--- src/rtl/bcd_conv_arbiter.sv ---
// Round-robin arbiter that shares one bin2bcd converter between N requesters.
// A grant issues one conversion; the converter is watched by a timeout counter.
module bcd_conv_arbiter #(
    parameter int N       = 4,
    parameter int W       = 14,
    parameter int TIMEOUT = 64
) (
    input  logic           clk,
    input  logic           rst_n,
    input  logic [N-1:0]   req,
    input  logic [N*W-1:0] bin_in,
    output logic [N-1:0]   ack,
    output logic [23:0]    result,
    output logic           err,
    output logic           busy,
    output logic           conv_start,
    output logic [W-1:0]   conv_bin,
    input  logic           conv_ready,
    input  logic           conv_done_tick,
    input  logic [23:0]    conv_dig
);

    // state   | meaning
    // IDLE    | arbitrate among pending requests
    // ISSUE   | operand latched, start pulse once converter is ready
    // WAIT    | conversion running, timeout counter active
    // DELIVER | ack (and err on timeout) to the granted requester
    typedef enum logic [1:0] {
        S_IDLE    = 2'd0,
        S_ISSUE   = 2'd1,
        S_WAIT    = 2'd2,
        S_DELIVER = 2'd3
    } state_t;

    localparam int IW = $clog2(N);
    localparam int CW = $clog2(TIMEOUT + 1);

    state_t          state;
    state_t          state_nxt;
    logic [IW-1:0]   ptr;
    logic [IW-1:0]   gnt_idx;
    logic [IW-1:0]   pick;
    logic [IW-1:0]   ptr_nxt;
    logic [CW-1:0]   wait_cnt;
    logic            to_flag;
    logic            any_req;
    logic            timeout_hit;

    // Scan downward so the lowest offset from ptr is the one that sticks.
    always_comb begin
        any_req = |req;
        pick    = '0;
        for (int k = N - 1; k >= 0; k--) begin
            if (req[(int'(ptr) + k) % N]) begin
                pick = IW'((int'(ptr) + k) % N);
            end
        end
    end

    always_comb begin
        if (int'(gnt_idx) == N - 1) begin
            ptr_nxt = '0;
        end else begin
            ptr_nxt = gnt_idx + 1'b1;
        end
    end

    assign timeout_hit = (state == S_WAIT) && !conv_done_tick &&
                         (wait_cnt == CW'(TIMEOUT - 1));

    always_ff @(posedge clk or negedge rst_n) begin
        if (!rst_n) begin
            state <= S_IDLE;
        end else begin
            state <= state_nxt;
        end
    end

    always_comb begin
        state_nxt = state;
        case (state)
            S_IDLE:    if (any_req) state_nxt = S_ISSUE;
            S_ISSUE:   if (conv_ready) state_nxt = S_WAIT;
            S_WAIT:    if (conv_done_tick || timeout_hit) state_nxt = S_DELIVER;
            S_DELIVER: state_nxt = S_IDLE;
            default:   state_nxt = S_IDLE;
        endcase
    end

    always_comb begin
        busy       = (state != S_IDLE);
        conv_start = (state == S_ISSUE) && conv_ready;
        ack        = '0;
        err        = 1'b0;
        if (state == S_DELIVER) begin
            ack[gnt_idx] = 1'b1;
            err          = to_flag;
        end
    end

    // A timeout forces result to zero one cycle early so it is valid with ack.
    always_ff @(posedge clk or negedge rst_n) begin
        if (!rst_n) begin
            ptr      <= '0;
            gnt_idx  <= '0;
            wait_cnt <= '0;
            conv_bin <= '0;
            result   <= '0;
            to_flag  <= 1'b0;
        end else begin
            case (state)
                S_IDLE: begin
                    if (any_req) begin
                        gnt_idx  <= pick;
                        conv_bin <= bin_in[int'(pick)*W +: W];
                    end
                end
                S_ISSUE: begin
                    wait_cnt <= '0;
                    to_flag  <= 1'b0;
                end
                S_WAIT: begin
                    wait_cnt <= wait_cnt + 1'b1;
                    if (conv_done_tick) begin
                        result <= conv_dig;
                    end else if (timeout_hit) begin
                        result  <= '0;
                        to_flag <= 1'b1;
                    end
                end
                S_DELIVER: begin
                    ptr <= ptr_nxt;
                end
                default: ;
            endcase
        end
    end

endmodule

--- config.mk ---
export PLATFORM = sky130hd
export DESIGN_NAME = bcd_conv_arbiter
export DESIGN_NICKNAME = d
export VERILOG_FILES = /design/src/rtl/bcd_conv_arbiter.sv
export SDC_FILE = /design/constraint.sdc
export NUM_CORES = 1
export LEC_CHECK = 0
export ABC_AREA = 1
export BUFFER_PORTS_ARGS = -buffer_cell sky130_fd_sc_hd__buf_4
export CELL_PAD_IN_SITES_DETAIL_PLACEMENT = 0
export CELL_PAD_IN_SITES_GLOBAL_PLACEMENT = 1
export CORE_UTILIZATION = 33
export DETAILED_ROUTE_END_ITERATION = 8
export PLACE_DENSITY = 0.82
export SETUP_SLACK_MARGIN = 0.02
export SLEW_MARGIN = 0
export SYNTH_ARGS = -nofsm -noshare
export SYNTH_HDL_FRONTEND = slang
export SYNTH_SLANG_ARGS = --single-unit
export TNS_END_PERCENT = 20
--- constraint.sdc ---
create_clock -name clk -period 2 [get_ports clk]
set_input_delay 0.5 -clock clk [delete_from_list [all_inputs] [get_ports clk]]
set_output_delay 0.5 -clock clk [all_outputs]
set_load 0.005 [all_outputs]
Word level (Yosys, flattened, before mapping)
Cells that the tools add are included.
{ "totals": {"register_bits": 52, "word_cells": 81, "output_inout_bits": 45, "in_bits": 88} }
{ "op_classes": {"reduce_logical": 18, "n_addsub": 5, "magnitude_cmp": 6, "n_shift": 1, "multipliers": 1, "n_eq_ne": 10, "muxes": 30, "bitwise_logic": 3} }
{ "ops": {"columns": ["cell", "count"], "rows": [
  ["56-bit by 7-bit indexed part select with 14-bit output", 1],
  ["24-bit 2-to-1 mux", 2],
  ["2-bit 2-to-1 mux", 8],
  ["7-bit one-hot mux with 2 select lines", 1],
  ["3-bit by 4-bit < comparator with 1-bit output, second input constant", 3],
  ["1-bit 2-to-1 mux", 11],
  ["1-bit binary-select mux with 2-bit select", 4],
  ["2-bit != test, second input constant", 4],
  ["2-bit one-hot mux with 4 select lines", 1],
  ["7-bit by 1-bit adder with 7-bit output, second input constant", 1],
  ["7-bit by 6-bit equality test with 1-bit output, second input constant", 1],
  ["2-bit by 3-bit < comparator with 1-bit output, second input constant", 2],
  ["3-bit AND reduction", 2],
  ["2-bit nonzero test", 3],
  ["2-bit OR reduction", 3],
  ["2-bit by 3-bit multiplier with 5-bit output, second input constant", 1],
  ["2-bit by 1-bit adder with 2-bit output, second input constant", 2],
  ["2-bit adder, second input constant", 2],
  ["2-bit by 1-bit equality test with 1-bit output, second input constant", 2],
  ["2-bit equality test, second input constant", 2],
  ["1-bit logical AND", 4],
  ["4-bit 2-to-1 mux", 1],
  ["2-bit AND reduction", 2],
  ["4-bit OR reduction", 1],
  ["other kinds (8)", 10]
]} }

Longest topological paths before layout
Gate-level depths: netlist of run 1.
{ "depth": {"word_depth": 12, "depth_mapped": 15} }

Worst setup path after synthesis of run 1
OpenSTA, ideal clock, no wires.
{ "synth_timing": {"path_type": "input-to-reg", "from": "input port req[0]", "to": "register conv_bin[12]", "slack_ns": 0.322, "required_ns": 1.876, "stages": 10, "n_path_buf": 1, "arrival_ns": 1.554, "path_cell_list": "inv_1 -> nor2_1 -> nor2_2 -> nand3_2 -> nand3_2 -> nand2_2 -> buf_4 -> or2_0 -> nand3_1 -> nand3_1"} }
{ "synth_between": {"elab_chain_cells": 9} }
{ "synth_lines": {"columns": ["item", "line_no", "source"], "rows": [
  ["start: declaration", "10", "input logic [N-1:0] req,"],
  ["1-bit binary-select mux with 2-bit select", "54", "if (req[(int'(ptr) + k) % N]) begin"],
  ["1-bit 2-to-1 mux (implied by the code) (2 in a row)", "54", null],
  ["2-bit 2-to-1 mux (4 in a row)", "54", null],
  ["2-bit by 3-bit multiplier with 5-bit output", "115", "conv_bin <= bin_in[int'(pick)*W +: W];"],
  ["56-bit by 7-bit indexed part select with 14-bit output", "115", null],
  ["end signal: assignment", "115", null],
  ["end: declaration", "17", "output logic [W-1:0] conv_bin,"]
]} }
Several ways; a longest one is shown, not always the timed one. The select of a mux whose other input is x is not followed.
A chain may end at the register's enable or synchronous reset.

Worst setup path after layout of run 1
{ "layout_timing": {"from": "register ptr[0]", "to": "register conv_bin[5]"} }
{ "layout_between": {"elab_chain_cells": 10} }
{ "layout_lines": {"columns": ["item", "line_no", "source"], "rows": [
  ["start: declaration", "40", "logic [IW-1:0] ptr;"],
  ["start signal: assignment", "132", "ptr <= ptr_nxt;"],
  ["2-bit adder", "54, 55", null],
  ["1-bit binary-select mux with 2-bit select", "54", null],
  ["1-bit 2-to-1 mux (implied by the code) (2 in a row)", "54", null],
  ["2-bit 2-to-1 mux (3 in a row)", "54", null],
  ["2-bit 2-to-1 mux *", "54", null],
  ["2-bit by 3-bit multiplier with 5-bit output *", "115", null],
  ["56-bit by 7-bit indexed part select with 14-bit output *", "115", null]
]} }
Every way passes the cells marked *; elsewhere a longest branch is shown, timed or not. The select of a mux whose other input is x is not followed.

==> results of run 1 <==
[final timing paths]
check / endpoint / slack, ps / depth (start not counted)
worst max-delay path: conv_bin[5] / 140 / 11
worst min-delay path: result[2] / 230 / 1
worst max register to register: conv_bin[5] / 140 / 11
worst min register to register: conv_bin[9] / 490 / 2
max in group asynchronous: ptr[0] / 1300 / 1
min in group clk: result[20] / 410 / 3
[what timing repair did]
action | in CTS | in global routing
endpoints found under the setup margin | 0 | 19
setup buffers | 0 | 2
resized for setup | 0 | 4
[placed cells by master, fill, tap and decap left out, types with 2 or more instances in the layout]
cell,n
dfrtp_1,51
nor3_1,2
o21ai_1,2
nor2_2,2
inv_2,4
nand2_2,2
ha_1,9
or2_1,2
buf_4,146
nand3_1,103
nand2_1,117
a21oi_1,7
or2_0,9
clkbuf_8,6
inv_1,65
o21ai_0,8
or2_2,5
nor2_1,9
nand3_2,3
[flip-flops by register name, summed over array words and instances (netlist names)]
signal and flops:
conv_bin 14, state 2, wait_cnt 7, result 24
to_flag 1, ptr 2, gnt_idx 2
[routing by layer]
metal	GRT usage, %	up-vias
met5	0	-
met4	2.602	0
met3	4.076	4
met2	28.74	105
met1	22.61	1445
li1	-	1637
[power by group through the flow]
stage	Clock, mW	Combinational, mW	Sequential, mW
2_1_floorplan	0	2.22	1.80
3_3_place_gp	0	3.55	1.82
3_5_place_dp	0	3.62	1.83
4_1_cts	0.671	3.62	1.81
5_1_grt	0.707	4.12	1.87
6_report	0.646	3.61	1.81
[cell families after synthesis]
logic type / after synthesis / share of synthesized area (%)
adder cells (fa/ha/maj): 10 / 3.989
flip-flops: 52 / 41.48
XOR/XNOR: 1 / 0.2793
buffers and inverters: 90 / 11.49
AND/OR/NAND/NOR: 259 / 38.01
AO/OA/AOI/OAI: 23 / 4.747
[area by class of cell]
cell class	count	area share, %
clock buffers	6	1.867
clock inverters	2	0.3111
inverters	70	5.995
multi-input cells	293	33.51
flip-flops and latches	52	29.44
well taps	129	3.648
repair buffers	147	25.23
==> results.cfg, run 1 <==
[drt]
wirelength_met1_mm = 3.883
drt-initial-drc-count = 101
ant_nets = 0
routed-wl-met2_mm = 3.878
drt-vias-per-instance = 4.565
wl_met3_um = 608
drt_drc_violations_left = 0
detailroute.via_count = 3191
detail_route.wl_per_cell_um = 12.01
wl_mm = 8.398
drt-pass1-iter-count = 4
route.top_layer_used = met4

[synth]
synth-seq-area-share_pct = 41.48
syn-mean-instance-area_um2 = 7.211
synth_ff_type = dfrtp_1
synth_async_sr_flop_share_pct = 100.0
edff_count_synth = 0
synth_common_cells = nand2_1, nand3_1, inv_1
netlist.top_cell.by_area = dfrtp_1
number_of_warnings_reported_in_the_yosys_synthesis_log = 0
synth_nets = 533
yosys.cell_types.count = 36
yosys_register_bits = 52
post-synth-top-count-cell = nand2_1
fraction_of_synthesized_cell_area_taken_by_the_top_area_cell_type_pct = 41.48
synth_top_cells_by_area = dfrtp_1, nand3_1, nand2_1
synth.cell_area_mm2 = 0.003137
synth_instances = 435

[global_route]
maximum_number_of_pins_on_one_net_before_global_route_repair = 53
grt_antenna_before_repair = 0
grt_util_all_layers_pct = 17.03
number_of_global_route_vias_before_repair = 3019
grt_pass1_wl_mm = 13.86
global_route.overflow_total = 0

[pwr]
p_int_mw = 3.435
p_seq_share_pct = 29.9
ir_drop_mv = 0.5352
power.share.switching_pct = 43.41
power.leakage_nw = 2.511
power_switching_mw = 2.634
power.combinational.fraction_pct = 59.5
power.share.clock_pct = 10.6
design_power_total_mw = 6.069
cellPowerDensity_mw_per_mm2 = 1372

[die]
dieHeight_um = 99.50
pin_count = 133
initial_core_utilization_pct = 33.95
rows = 35
design.core.area_mm2 = 0.009240
die_width_um = 99.50
die_area_mm2 = 0.009899

[place]
place.port_buffers = 132
placed_cell_area_mm2 = 0.004304
dp.final_hpwl_mm = 6.183
gp_congestion = 0.8479
placement.setup.worst_slack_ps = 18.45
placedCellCount = 689

[finish]
drive_gt1_share_pct = 31.40
layout.core_utilization_pct = 47.88
final_cell_count_no_fill = 699
area_occupied_by_multi_input_gates_mm2 = 0.001483
n_antenna_cell = 0
regArea_mm2 = 0.001303
final.fill_count = 940
layout.cell_area.non_filler_mm2 = 0.004424
areaGrowthSynthToFinish_pct = 41.04
layout_net_count = 667

[cts]
clock_sink_count = 52
clkTransAtPathRegs_ps = 100
cts_inserted_buffers = 5
hold_buffers = 0
cts-root-to-sink-buffers = 2
cts.root.buffer_cell = clkbuf_8
htree_num_levels = 2
clkLatencyLatePin_ps = 300
cts_tree = built

[sta]
slew_violations = 0
fin_clk_skew_ps = 6.365
timing_hold_violations_final = 0
finalWorstPathRequiredPeriod_ps = 1862
worst_slew_pin_slew_ps = 681.7
final_cycle_utilization_of_the_critical_path_pct = 93.10
grt_setup_unrepaired = no
setup_ws_ps = 138.0
slew_headroom_pct = 54.55
fin_setup_tns_ps = 0
setup_violations = 0
timing.hold.ws_ps = 226.2
max_freq_mhz = 537.1

[outcome]
status = finished clean

[setup_path]
setup.worst_path.start_class = flip-flop
rr_startpoint = ptr[0]
critical_path_arrival_ps = 2050
critical_path.cell_chain = buf_4, nand2_1, nand3_2, nand2_1, nand3_2, nand3_2, nand2_2, buf_4, or2_2, nand3_1, nand3_1
critical-path-top-delay-family = simple AND/OR/NAND/NOR gates
critical_path.max_fanout = 15
crit_path_start = ptr[0]
critPathMostFrequentCell = nand3_2
worst-setup-path-type = reg -> reg
critical_path.slowest_cell = dfrtp_2
setup.worst_path.end_class = flip-flop
worst_path_largest_cell_delay_ps = 470
worstPathRequired_ps = 2190
buffers_inverters_on_critical_path = 2

[run]
max_cap_viol_count = 0

[min_path]
timing.hold.worst.class = in -> async
Note: power is estimated with default switching activity, not from simulation.
==> run 2: changes to the inputs <==
ABC_AREA = 0   (was 1)
CORE_UTILIZATION = 34   (was 33)
==> results.cfg, run 2 <==
[synth]
synth_top_family_by_area = compound AO/OA/AOI/OAI gates
synth_top_cells_by_area = dfrtp_1, mux2i_1, a22o_1
edff_count_synth = 0
synth_compound_gate_area_share_pct = 19.22
synthSimpleGateAreaFrac_pct = 9.070
fraction_of_synthesized_cell_area_taken_by_the_top_area_cell_type_pct = 48.87
yosys.cell_types.count = 37
synth_async_sr_flop_share_pct = 100.0
yosys_register_bits = 52
synth.cell_area_mm2 = 0.002663
synth_ff_type = dfrtp_1
syn-mean-instance-area_um2 = 11.19
synth_xor_xnor_area_share_pct = 0.3289
synth-seq-area-share_pct = 48.87
synth_nets = 336
post_synth_mux_area_share_pct = 11.75
number_of_warnings_reported_in_the_yosys_synthesis_log = 0
synth_instances = 238
synth_adder_area_share_pct = 4.699
netlist.top_cell.by_area = dfrtp_1
synth_common_cells = dfrtp_1, mux2i_1, nand2_1
post-synth-top-count-cell = dfrtp_1

[setup_path]
setup.worst_path.end_class = primary output
setup.worst_path.start_class = flip-flop
worstPathRequired_ps = 1500
worst_path_largest_cell_delay_ps = 410
ff2ff_setup_slack_ps = 230
critical-path-top-delay-family = flip-flops
critical_path.slowest_cell = dfrtp_1
critical_path.cell_chain = ha_1, and2_1, buf_4
worst-setup-path-type = reg -> out
critical_path_arrival_ps = 1350
buffers_inverters_on_critical_path = 1
critical_path.max_fanout = 8

[finish]
largest_register = result
regArea_mm2 = 0.001301
area_occupied_by_multi_input_gates_mm2 = 0.001212
areaGrowthSynthToFinish_pct = 46.48
layout_net_count = 470
drive_gt1_share_pct = 42.90
largest_register_ffs = 24
layout.core_utilization_pct = 52.64
layout_commonest_cell = buf_4
n_antenna_cell = 0
mostFrequentLayoutCells = buf_4, dfrtp_1, mux2i_1
final.fill_count = 674
largest_registers = result x24, conv_bin x14, wait_cnt x7

[outcome]
status = finished clean

[drt]
drt_drc_violations_left = 0
ant_nets = 0
drt-initial-drc-count = 114
drt-pass1-iter-count = 4
drt-vias-per-instance = 4.932
detail_route.wl_per_cell_um = 14.74
wl_mm = 6.959
detailroute.via_count = 2328

[place]
placement.setup.worst_slack_ps = 138.0
gp_congestion = 0.7285
dp.final_hpwl_mm = 5.228
place.port_buffers = 132

[die]
pin_count = 133
die_area_mm2 = 0.008189
design.core.area_mm2 = 0.007408
rows = 31
dieHeight_um = 90.50
die_width_um = 90.50
initial_core_utilization_pct = 35.94

[sta]
max_freq_mhz = 541.2
slew_headroom_pct = 56.47
setup_violations = 0
finalWorstPathRequiredPeriod_ps = 1848
fin_setup_tns_ps = 0
grt_setup_unrepaired = no
slew_violations = 0
setup_ws_ps = 152.1
fin_clk_skew_ps = 6.733
worst_slew_pin_slew_ps = 653.0
final_cycle_utilization_of_the_critical_path_pct = 92.39
timing_hold_violations_final = 0

[cts]
clock_sink_count = 52
cts_tree = built
cts_inserted_buffers = 5
htree_num_levels = 2
clkLatencyLatePin_ps = 300
cts.root.buffer_cell = clkbuf_8
post_cts_buffers = 0
clkTransAtPathRegs_ps = 100
cts-root-to-sink-buffers = 2

[pwr]
ir_drop_mv = 0.5349
power.share.switching_pct = 35.22
power_switching_mw = 1.794
power.share.clock_pct = 14.3
p_int_mw = 3.299
cellPowerDensity_mw_per_mm2 = 1306
p_seq_share_pct = 35.0
power.combinational.fraction_pct = 50.7
power.leakage_nw = 2.036

[global_route]
number_of_global_route_vias_before_repair = 2333
grt_util_all_layers_pct = 17.13
global_route.overflow_total = 0
maximum_number_of_pins_on_one_net_before_global_route_repair = 53
grt_pass1_wl_mm = 11.28
grt_antenna_before_repair = 0

[min_path]
timing.hold.worst.class = in -> async

[run]
max_cap_viol_count = 0
## run 2: cell count changes in the layout (fill, tap and decap cells not counted), moves of 7 or more
cell,delta
nand3_1,-99
a22o_1,+24
and2_1,+7
mux2i_1,+29
o221ai_1,+9
nand2_1,-92
inv_1,-50
or2_0,-9
## run 2: worst paths after layout
kind	cells after the start	from	end
worst max-delay path	3	state[0]	ack[2]
worst min-delay path	1	rst_n	result[0]
worst max register to register	6	wait_cnt[0]	state[1]
worst min register to register	2	conv_bin[13]	conv_bin[13]
max in group asynchronous	1	rst_n	conv_bin[2]
min in group clk	2	conv_dig[10]	result[10]
## run 2: power by group through the flow
stage | Combinational, mW | Sequential, mW | Clock [mW]
final | 2.58 | 1.78 | 0.727
after global routing | 2.87 | 1.85 | 0.793
after CTS | 2.63 | 1.79 | 0.749
after detailed placement | 2.63 | 1.79 | 0
after global placement | 2.56 | 1.79 | 0
after floorplan | 1.45 | 1.79 | 0
## run 2: layout make-up
cell class                      instances  share of cell area [%]
Tap cell                               99                   3.176
Multi-Input combinational cell        155                   31.09
Timing Repair Buffer                  142                   27.98
Sequential cell                        52                   33.37
Inverter                               16                   1.540
Clock inverter                          3                   1.091
Clock buffer                            5                   1.765
## run 2: kinds of logic after synthesis
kind of cell               count (synthesis)
AOI/OAI and AO/OA                         62
adders and majority gates                 10
buffers and inverters                     31
and+or+nand+nor                           51
xor gates and xnor gates                   1
muxes                                     31
DFF                                       52
## run 2: worst register-to-register path, delay by kind of cell, from the launching register on
family / cells / cell delay, ps
AOI/OAI and AO/OA: 1 / 340
adders and majority gates: 1 / 220
DFF: 1 / 380
muxes: 1 / 320
and+or+nand+nor: 3 / 400
## run 2: routing by layer
metal  up-vias  share of wire [%]  GRT usage (%)
met2        64                 50          27.90
met4         0                1.6          5.376
met5         -                  0              0
li1       1132                  -              -
met3         9                4.7          3.199
met1      1123                 43          22.95
## run 2: metrics by stage
stage | hold slack, ps | std cells | area, um^2 | power [mW]
4_1_cts | 236.2 | 472 | 3895 | 5.166
2_1_floorplan | 204.4 | 238 | 2663 | 3.239
5_1_grt | 261.2 | 472 | 3900 | 5.514
6_report | 218.3 | 472 | 3900 | 5.093
3_3_place_gp | 471.4 | 464 | 3784 | 4.349
3_5_place_dp | 473.7 | 464 | 3784 | 4.424
## run 2: what timing repair did
item | in CTS | in global routing
gates resized for setup | 0 | 1
hold buffers | 0 | 0
endpoints found under the setup margin | 0 | 1
==> run 3: changes to the inputs <==
==> constraint.sdc (replaced) <==
create_clock -name clk -period 2 [get_ports clk]
set_input_delay 0.4 -clock clk [delete_from_list [all_inputs] [get_ports clk]]
set_output_delay 0.4 -clock clk [all_outputs]
set_load 0.005 [all_outputs]
==> results.cfg, run 3 (synthesized netlist as in run 2, its figures left out) <==
[sta]
fin_clk_skew_ps = 8.350
grt_setup_unrepaired = no
final_cycle_utilization_of_the_critical_path_pct = 91.17
fin_setup_tns_ps = 0
max_freq_mhz = 548.4
timing_hold_violations_final = 0
setup_ws_ps = 176.6
finalWorstPathRequiredPeriod_ps = 1823
slew_headroom_pct = 55.44
slew_violations = 0
setup_violations = 0
worst_slew_pin_slew_ps = 668.5

[cts]
cts_inserted_buffers = 5
htree_num_levels = 2
clkLatencyLatePin_ps = 300
post_cts_resize_count = 0
cts-root-to-sink-buffers = 2
cts_tree = built
clkTransAtPathRegs_ps = 100
hold_buffers = 0
cts.root.buffer_cell = clkbuf_8
post_cts_buffers = 0
clock_sink_count = 52

[drt]
drt-initial-drc-count = 170
detailroute.via_count = 2269
drt-vias-per-instance = 4.828
drt-pass1-iter-count = 4
detail_route.wl_per_cell_um = 14.37
drt_drc_violations_left = 0
wl_mm = 6.756
ant_nets = 0

[setup_path]
critical_path.cell_chain = ha_1, nand4_1, nor3_1, nor2_1, a221o_1, mux2_1
worst-setup-path-type = reg -> reg
setup.worst_path.start_class = flip-flop
worst_path_largest_cell_delay_ps = 380
critical-path-top-delay-family = simple AND/OR/NAND/NOR gates
critical_path.slowest_cell = dfrtp_1
critical_path.max_fanout = 4
buffers_inverters_on_critical_path = 0
critical_path_arrival_ps = 2020
setup.worst_path.end_class = flip-flop
worstPathRequired_ps = 2190

[pwr]
power.leakage_nw = 2.032
cellPowerDensity_mw_per_mm2 = 1301
ir_drop_mv = 0.5848

[finish]
layout_net_count = 468
largest_registers = result x24, conv_bin x14, wait_cnt x7
area_occupied_by_multi_input_gates_mm2 = 0.001207
layout.core_utilization_pct = 52.54
final.fill_count = 683
mostFrequentLayoutCells = buf_4, dfrtp_1, mux2i_1
drive_gt1_share_pct = 42.32
layout_commonest_cell = buf_4
largest_register = result
areaGrowthSynthToFinish_pct = 46.19
n_antenna_cell = 0
largest_register_ffs = 24
regArea_mm2 = 0.001301

[die]
dieHeight_um = 90.50
die_width_um = 90.50
initial_core_utilization_pct = 35.94
die_area_mm2 = 0.008189
design.core.area_mm2 = 0.007408
pin_count = 133
rows = 31

[place]
placement.setup.worst_slack_ps = 187.6
place.port_buffers = 132
gp_congestion = 0.7428
dp.final_hpwl_mm = 5.082

[global_route]
grt_util_all_layers_pct = 16.55
grt_antenna_before_repair = 0
maximum_number_of_pins_on_one_net_before_global_route_repair = 53
global_route.overflow_total = 0
grt_pass1_wl_mm = 10.90
number_of_global_route_vias_before_repair = 2177

[run]
max_cap_viol_count = 0

[outcome]
status = finished clean

[min_path]
timing.hold.worst.class = in -> async
-- run 3: cell types whose count changed in the layout (fill, tap and decap cells not counted), sizes merged --
cell / previous run / this run
buf: 142 / 140
-- run 3: per-layer routing --
layer | global-route usage, % | vias up | wire (um)
li1 | - | 1132 | -
met1 | 22.75 | 1071 | 3086
met2 | 26.45 | 58 | 3320
met3 | 2.778 | 8 | 243
met4 | 5.376 | 0 | 106
met5 | 0 | - | 0
-- run 3: final timing paths --
check	slack, ps	from	cells past startpoint	end
worst max-delay path	180	wait_cnt[1]	6	state[1]
worst min-delay path	120	rst_n	1	result[0]
worst max register to register	180	wait_cnt[1]	6	state[1]
worst min register to register	500	conv_bin[4]	2	conv_bin[4]
max in group asynchronous	1420	rst_n	1	gnt_idx[1]
min in group clk	310	conv_dig[12]	2	result[12]
-- run 3: power breakdown --
part | total, mW | switching [mW] | internal, mW | leakage, nW
sequential | 1.78 | 0.276 | 1.50 | 0.656
clock | 0.721 | 0.350 | 0.371 | 0.0541
combinational | 2.56 | 1.15 | 1.42 | 1.32
total | 5.06 | 1.77 | 3.29 | 2.03
-- run 3: layout make-up --
cell class                 instances  area share, %
clock buffer                       5          1.768
clock inverter                     3          1.093
inverter                          16          1.543
multi-input combinational        155          31.02
sequential                        52          33.43
tap                               99          3.182
timing repair buffer             140          27.97
-- run 3: metrics by stage --
stage	std cells	hold slack (ps)	area, um^2	power [mW]
floorplan	238	104.4	2663	3.239
global placement	462	472.3	3781	4.350
detailed placement	462	476.8	3781	4.403
CTS	470	142.9	3892	5.147
global route	470	167.7	3892	5.473
finish	470	120.3	3892	5.064
